--- config.mk ---
export PLATFORM = sky130hd
export DESIGN_NAME = pe_array_feeder
export DESIGN_NICKNAME = d
export VERILOG_FILES = /design/src/rtl/pe_array_pkg.sv /design/src/rtl/skew_line.sv /design/src/rtl/pe_array_feeder.sv
export SDC_FILE = /design/constraint.sdc
export NUM_CORES = 1
export LEC_CHECK = 0
export BUFFER_PORTS_ARGS = -buffer_cell sky130_fd_sc_hd__clkbuf_2
export CAP_MARGIN = 10
export CORE_UTILIZATION = 45
export DETAILED_ROUTE_END_ITERATION = 7
export GPL_ROUTABILITY_DRIVEN = 1
export PLACE_DENSITY = 0.84
export SLEW_MARGIN = 20
export SYNTH_ARGS = -nofsm -noshare
export SYNTH_HDL_FRONTEND = slang
export SYNTH_HIERARCHICAL = 1
export SYNTH_SLANG_ARGS = --single-unit
--- constraint.sdc ---
create_clock -name clk -period 2.9 [get_ports clk]
set_clock_uncertainty 0.2 [all_clocks]
set_input_delay 0.29 -clock clk [delete_from_list [all_inputs] [get_ports clk]]
set_output_delay 0.29 -clock clk [all_outputs]
set_load 0.02 [all_outputs]
--- src/rtl/pe_array_pkg.sv ---
// Shared widths and state encoding for the pe_array front-end feeder.
package pe_array_pkg;

    localparam int unsigned IACT_W   = 32;
    localparam int unsigned WEIGHT_W = 16;
    localparam int unsigned PSUM_W   = 48;

    typedef enum logic [1:0] {
        IDLE,
        LOAD,
        STREAM,
        DRAIN
    } feeder_state_e;

endpackage

--- src/rtl/skew_line.sv ---
// Data+valid delay line of DEPTH register stages; every valid tap is exposed
// so callers can observe intermediate delays.
module skew_line #(
    parameter int unsigned DEPTH = 1,
    parameter int unsigned WIDTH = 32
) (
    input  logic             clk,
    input  logic             rst_n,
    input  logic [WIDTH-1:0] i_data,
    input  logic             i_valid,
    output logic [WIDTH-1:0] o_data,
    output logic [DEPTH:0]   o_valid_taps
);

    generate
        if (DEPTH == 0) begin : g_pass
            assign o_data       = i_valid ? i_data : '0;
            assign o_valid_taps = i_valid;
        end else begin : g_delay
            logic [WIDTH-1:0] r_data [DEPTH];
            logic [DEPTH-1:0] r_valid;

            // Data is zeroed on entry when invalid, so bubbles stay zero downstream.
            always_ff @(posedge clk or negedge rst_n) begin
                if (!rst_n) begin
                    r_valid <= '0;
                    for (int unsigned k = 0; k < DEPTH; k++) begin
                        r_data[k] <= '0;
                    end
                end else begin
                    r_valid[0] <= i_valid;
                    r_data[0]  <= i_valid ? i_data : '0;
                    for (int unsigned k = 1; k < DEPTH; k++) begin
                        r_valid[k] <= r_valid[k-1];
                        r_data[k]  <= r_data[k-1];
                    end
                end
            end

            assign o_data       = r_data[DEPTH-1];
            assign o_valid_taps = {r_valid, i_valid};
        end
    endgenerate

endmodule

--- src/rtl/pe_array_feeder.sv ---
// Front-end sequencer for a weight-stationary pe_array: loads weight columns,
// streams skewed activations and flags when each psum row is valid.
module pe_array_feeder
    import pe_array_pkg::*;
#(
    parameter int unsigned ROWS = 3,
    parameter int unsigned COLS = 3
) (
    input  logic                             clk,
    input  logic                             rst_n,
    input  logic                             w_valid,
    output logic                             w_ready,
    input  logic [0:ROWS-1][WEIGHT_W-1:0]    w_data,
    input  logic                             x_valid,
    output logic                             x_ready,
    input  logic [0:COLS-1][IACT_W-1:0]      x_data,
    input  logic                             x_last,
    output logic [0:COLS-1][IACT_W-1:0]      iacts,
    output logic [0:ROWS-1][WEIGHT_W-1:0]    weights,
    output logic                             load_weight,
    output logic [0:ROWS-1]                  psum_valid,
    output logic                             busy
);

    localparam int unsigned BEAT_W   = (COLS > 1) ? $clog2(COLS) : 1;
    localparam int unsigned PV_DEPTH = ROWS + COLS - 1;

    feeder_state_e r_state;
    feeder_state_e w_next_state;

    logic [BEAT_W-1:0]                 r_beat;
    logic                              r_load_weight;
    logic [0:ROWS-1][WEIGHT_W-1:0]     r_weights;
    logic [0:COLS-1][IACT_W-1:0]       r_x_data;
    logic                              r_x_valid;

    logic                              w_wt_accept;
    logic                              w_vec_accept;
    logic [PV_DEPTH:0]                 w_pv_taps;
    logic                              w_pipe_empty;
    logic                              w_unused_pv_data;

    assign w_wt_accept  = w_valid && w_ready;
    assign w_vec_accept = x_valid && x_ready;

    // The last tap is the final row's psum_valid; only earlier taps can still produce output.
    assign w_pipe_empty = ~|w_pv_taps[PV_DEPTH-1:0];

    always_comb begin
        w_next_state = r_state;
        w_ready      = 1'b0;
        x_ready      = 1'b0;
        case (r_state)
            IDLE: begin
                w_ready = 1'b1;
                if (w_valid) begin
                    w_next_state = (COLS == 1) ? STREAM : LOAD;
                end
            end
            LOAD: begin
                w_ready = 1'b1;
                if (w_valid && (r_beat == BEAT_W'(COLS - 1))) begin
                    w_next_state = STREAM;
                end
            end
            STREAM: begin
                x_ready = 1'b1;
                if (x_valid && x_last) begin
                    w_next_state = DRAIN;
                end
            end
            DRAIN: begin
                if (w_pipe_empty) begin
                    w_next_state = IDLE;
                end
            end
            default: w_next_state = IDLE;
        endcase
    end

    always_ff @(posedge clk or negedge rst_n) begin
        if (!rst_n) begin
            r_state <= IDLE;
            r_beat  <= '0;
        end else begin
            r_state <= w_next_state;
            if (w_wt_accept) begin
                r_beat <= (r_state == IDLE) ? BEAT_W'(1) : r_beat + BEAT_W'(1);
            end
        end
    end

    always_ff @(posedge clk or negedge rst_n) begin
        if (!rst_n) begin
            r_load_weight <= 1'b0;
            r_weights     <= '0;
            r_x_valid     <= 1'b0;
            r_x_data      <= '0;
        end else begin
            r_load_weight <= w_wt_accept;
            r_weights     <= w_wt_accept ? w_data : '0;
            r_x_valid     <= w_vec_accept;
            r_x_data      <= w_vec_accept ? x_data : '0;
        end
    end

    genvar j;
    generate
        for (j = 0; j < COLS; j++) begin : g_col
            logic [j:0] w_unused_taps;
            skew_line #(
                .DEPTH(j),
                .WIDTH(IACT_W)
            ) u_skew (
                .clk         (clk),
                .rst_n       (rst_n),
                .i_data      (r_x_data[j]),
                .i_valid     (r_x_valid),
                .o_data      (iacts[j]),
                .o_valid_taps(w_unused_taps)
            );
        end
    endgenerate

    skew_line #(
        .DEPTH(PV_DEPTH),
        .WIDTH(1)
    ) u_psum_valid (
        .clk         (clk),
        .rst_n       (rst_n),
        .i_data      (1'b0),
        .i_valid     (r_x_valid),
        .o_data      (w_unused_pv_data),
        .o_valid_taps(w_pv_taps)
    );

    genvar i;
    generate
        for (i = 0; i < ROWS; i++) begin : g_row
            assign psum_valid[i] = w_pv_taps[COLS + i];
        end
    endgenerate

    assign load_weight = r_load_weight;
    assign weights     = r_weights;
    assign busy        = (r_state != IDLE);

endmodule

# After elaboration in Yosys (flattened, before gate mapping)
# Index checks and enable logic that the tools add are counted.
# word_totals
wordCells	45
regBits	251
in_bits	149
# op_classes
muxes	13
n_reduce_logical	9
n_addsub	1
n_eq_ne	8
# ops
op	n
32-bit 2-to-1 mux	3
96-bit 2-to-1 mux	1
48-bit 2-to-1 mux	1
2-bit 2-to-1 mux	5
2-bit != test, second input constant	4
2-bit case mux with 4 select lines	1
2-bit equality test, second input constant	3
5-bit OR reduction	1
1-bit logical AND	4
4-bit AND reduction	1
2-bit by 1-bit adder with 2-bit output, second input constant	1
2-bit by 1-bit equality test with 1-bit output, second input constant	1
2-bit logical NOT	1
1-bit 2-to-1 mux	2
2-bit nonzero test	1
2-bit OR reduction	1

# Depth between registers and ports, before layout
# logic_depth
depth_word	5
mapped_depth	6
mapped_depth_nobuf	6

# Cells and area by module
# The synthesis kept the hierarchy.
# modules_own_cells
module	cells_each	area_per_inst_um2	instances
pe_array_feeder	352	4979.8	1
skew_line at g_col[2].u_skew	134	2154.6	1
skew_line at g_col[1].u_skew	70	1096.1	1
skew_line at u_psum_valid	12	264.0	1
skew_line at g_col[0].u_skew	36	262.8	1

# Worst setup path before layout
# No wires, ideal clock.
# synth_timing
path_type	register to register
start	register r_x_valid
end	register r_state[1]
stages_incl_launch_ff	6
synth_period_minus_slack_ps	2108
required_ps	2575
arrival_ps	1783
n_path_buf	1
setup_slack_ps	792
cell_sequence	dfrtp_1 -> buf_4 -> or4_4 -> o21ai_2 -> o211ai_2 -> mux2_4
# synth_via
elab_chain_cells	3
# synth_lines
element	line	text
start, declared	pe_array_feeder.sv:35	logic r_x_valid;
start signal, assigned	pe_array_feeder.sv:102	r_x_valid <= w_vec_accept;
5-bit OR reduction	pe_array_feeder.sv:47	assign w_pipe_empty = ~|w_pv_taps[PV_DEPTH-1:0];
2-bit != test (no source line)	-	
4-bit AND reduction (no source line)	-	
end signal, assigned	pe_array_feeder.sv:86	r_state <= w_next_state;
end, declared	pe_array_feeder.sv:28	feeder_state_e r_state;
# No other way between the ends.
# A chain may end at the register's enable or synchronous reset.

# Final worst setup path
# layout_timing
start	register r_state[0]
end	output w_ready
# layout_via
elab_chain_cells	3
# layout_lines
element	line	text
2-bit by 1-bit equality test with 1-bit output or 2-bit logical NOT (tied branches)	pe_array_feeder.sv:53	case (r_state)
2-bit OR reduction (no source line) (*)	-	
1-bit 2-to-1 mux (*)	pe_array_feeder.sv:53	
end, declared	pe_array_feeder.sv:12	output logic w_ready,
# Mark *: on every way between the ends. The rest lies on a longest branch, timed or not.

==> impl_metrics.env <==
export IMPL_die_w_um=140
export IMPL_cp_startpoint="r_state[0]$_DFFE_PN0P_"
export IMPL_drv_cap=0
export IMPL_ir_drop_v=0.000542
export IMPL_h_tree_depth=1
export IMPL_max_slew_margin_pct=50.1
export IMPL_post_place_ws_ns=0.924
export IMPL_rsz0062_at_grt="false"
export IMPL_insertion_delay_ns=0.52
export IMPL_fin_ws_ns=0.363
export IMPL_critical_path_max_fanout=49
export IMPL_nNetsFinal=1153
export IMPL_power_density_nw_per_um2=748
export IMPL_criticalPathCategory="register to primary output"
export IMPL_clk_pin_slew_worst_paths_ns=0.06
export IMPL_post_drt_wl_per_cell_um=17.5
export IMPL_yosysWarnings=6
export IMPL_routed_via_density=4.80
export IMPL_worstMarginPinSlew_ns=0.748
export IMPL_drive_gt1_share_pct=44.2
export IMPL_synthCells=590
export IMPL_dp_cells=1055
export IMPL_timing_rr_start="r_state[0]$_DFFE_PN0P_"
export IMPL_p_clk_share_pct=34.1
export IMPL_status="finished, final reports clean"
export IMPL_clockRootBuffer="clkbuf_16"
export IMPL_hold_slack_ns=0.0452
export IMPL_tritoncts="built"
export IMPL_vias=6000
export IMPL_grt_ovfl_total=0
export IMPL_syn2layout_area_growth_pct=44.5
export IMPL_p_leak_nw=7.11
export IMPL_cts_setup_buffers=0
export IMPL_power_share_switching_pct=28.9
export IMPL_row_count=49
export IMPL_grt_max_degree=98
export IMPL_avgSynthCellArea_um2=14.4
export IMPL_dpl_hpwl_um=12100
export IMPL_period_needed_ns=2.54
export IMPL_arrival_ns=2.05
export IMPL_initial_utilization_pct=46.6
export IMPL_setup_tns_ns=0
export IMPL_die_y_um=140
export IMPL_die_area_um2=19500
export IMPL_post_cts_resized=0
export IMPL_grt_pass1_wl_um=34200
export IMPL_p_sw_w=0.00266
export IMPL_final_cells=1249
export IMPL_max_clock_freq_ghz=0.394
export IMPL_crit_required_ns=2.41
export IMPL_grt_use_total_pct=22.7
export IMPL_cp_end_kind="primary output"
export IMPL_r2r_cells=5
export IMPL_rrSetupSlack_ns=0.96
export IMPL_pin_count=300
export IMPL_syn_nets=744
export IMPL_crit_path_start_kind="register"
export IMPL_portBuffers=299
export IMPL_finalCritPeriodShare_pct=87.5
export IMPL_place_gp_congestion=0.769
export IMPL_grt_pass1_vias=6587
export IMPL_drtIter0Drc=239
export IMPL_cts_hold_buf=146
export IMPL_antenna_found_initial=4
export IMPL_core_um2=18300
export IMPL_reg2reg_to="r_state[1]$_DFFE_PN0P_"
export IMPL_hp_class="primary input to register"
export IMPL_final_antenna_net_count=0
export IMPL_p_comb_share_pct=21.3
export IMPL_finalHoldViolCount=0
export IMPL_slew_viol_final=0
export IMPL_finalSetupViolCount=0
export IMPL_seq_power_share_pct=44.7
export IMPL_wirelength_um=21900
export IMPL_syn_cell_area_um2=8520
export IMPL_crit_path_end="w_ready"
export IMPL_cts_sinks=251
export IMPL_numCtsBuffers=25
export IMPL_drt_first_pass_iters=4
export IMPL_drc_errors=0
export IMPL_internal_power_w=0.00654
export IMPL_cts_buffer_depth=3
routing by layer:
layer  wire length, um  up-vias  global-route usage (%)
met4               918        2                    10.3
li1                  -     2705                       -
met5                13        -                       0
met3              1260       71                    5.26
met2             11700      240                    41.5
met1              8010     2982                    25.0
stage by stage:
step	total power (W)	utilization (%)	area (um2)
3_3_place_gp	0.00584	54.9	10000
2_1_floorplan	0.00525	-	8520
3_5_place_dp	0.00592	54.9	10000
5_1_grt	0.00961	67.3	12300
4_1_cts	0.00924	67.3	12300
6_report	0.00920	67.4	12300
worst min path at each step:
stage                                                 startpoint                              endpoint  slack, ns  cells after the start
floorplan                                                  rst_n   g_col[1].u_skew/o_data[0]$_DFF_PN0_      -0.21                      0
global placement    g_col[2].u_skew/g_delay.r_data[49]$_DFF_PN0_  g_col[2].u_skew/o_data[17]$_DFF_PN0_       0.13                      0
detailed placement  g_col[2].u_skew/g_delay.r_data[42]$_DFF_PN0_  g_col[2].u_skew/o_data[10]$_DFF_PN0_       0.13                      0
CTS                                                       x_last                r_state[0]$_DFFE_PN0P_       0.03                      5
global route                                              x_last                r_state[0]$_DFFE_PN0P_       0.09                      5
finish                                                    x_last                r_state[0]$_DFFE_PN0P_       0.05                      5
layout make-up:
type / instances / area [um2]
Clock inverter: 7 / 77.6
Inverter: 4 / 15.0
Sequential cell: 251 / 6280
Clock buffer: 37 / 731
Antenna cell: 4 / 10.0
Tap cell: 229 / 287
Multi-Input combinational cell: 262 / 1810
Timing Repair Buffer: 455 / 3090
Fill cell: 1224 / 5960
worst max-delay path, cell delays in order, from the launching register on:
cell and delay (ns):
dfrtp_1 0.40, inv_1 0.11, ha_1 0.24, or2_1 0.15, buf_4 0.36, clkbuf_2 0.25
power by group through the flow:
stage	sequential, W	combinational (W)	clock [W]
after floorplan	0.00435	0.000898	0
after global placement	0.00414	0.00170	0
after detailed placement	0.00416	0.00176	0
after CTS	0.00410	0.00193	0.00321
after global routing	0.00414	0.00212	0.00335
final	0.00411	0.00196	0.00313
cells in the final DEF (no fill, tap or decap), types with 6 or more instances in the layout:
| cell | count |
|---|---|
| buf_4 | 6 |
| and2_2 | 96 |
| dfrtp_1 | 250 |
| clkbuf_16 | 25 |
| and3_1 | 144 |
| clkbuf_1 | 6 |
| dlygate4sd3_1 | 146 |
| clkbuf_8 | 6 |
| clkbuf_2 | 298 |
sequential cells by signal, summed over array words and instances, names as in the netlist:
name and count:
load_weight 1, r_beat 2, g_col.u_skew/o_data 64, r_state 2
r_x_valid 1, weights 48, g_col.u_skew/g_delay.r_data 32, u_psum_valid/g_delay.r_valid 5
r_x_data 96
No activity file was read; power rests on OpenSTA's default activity.
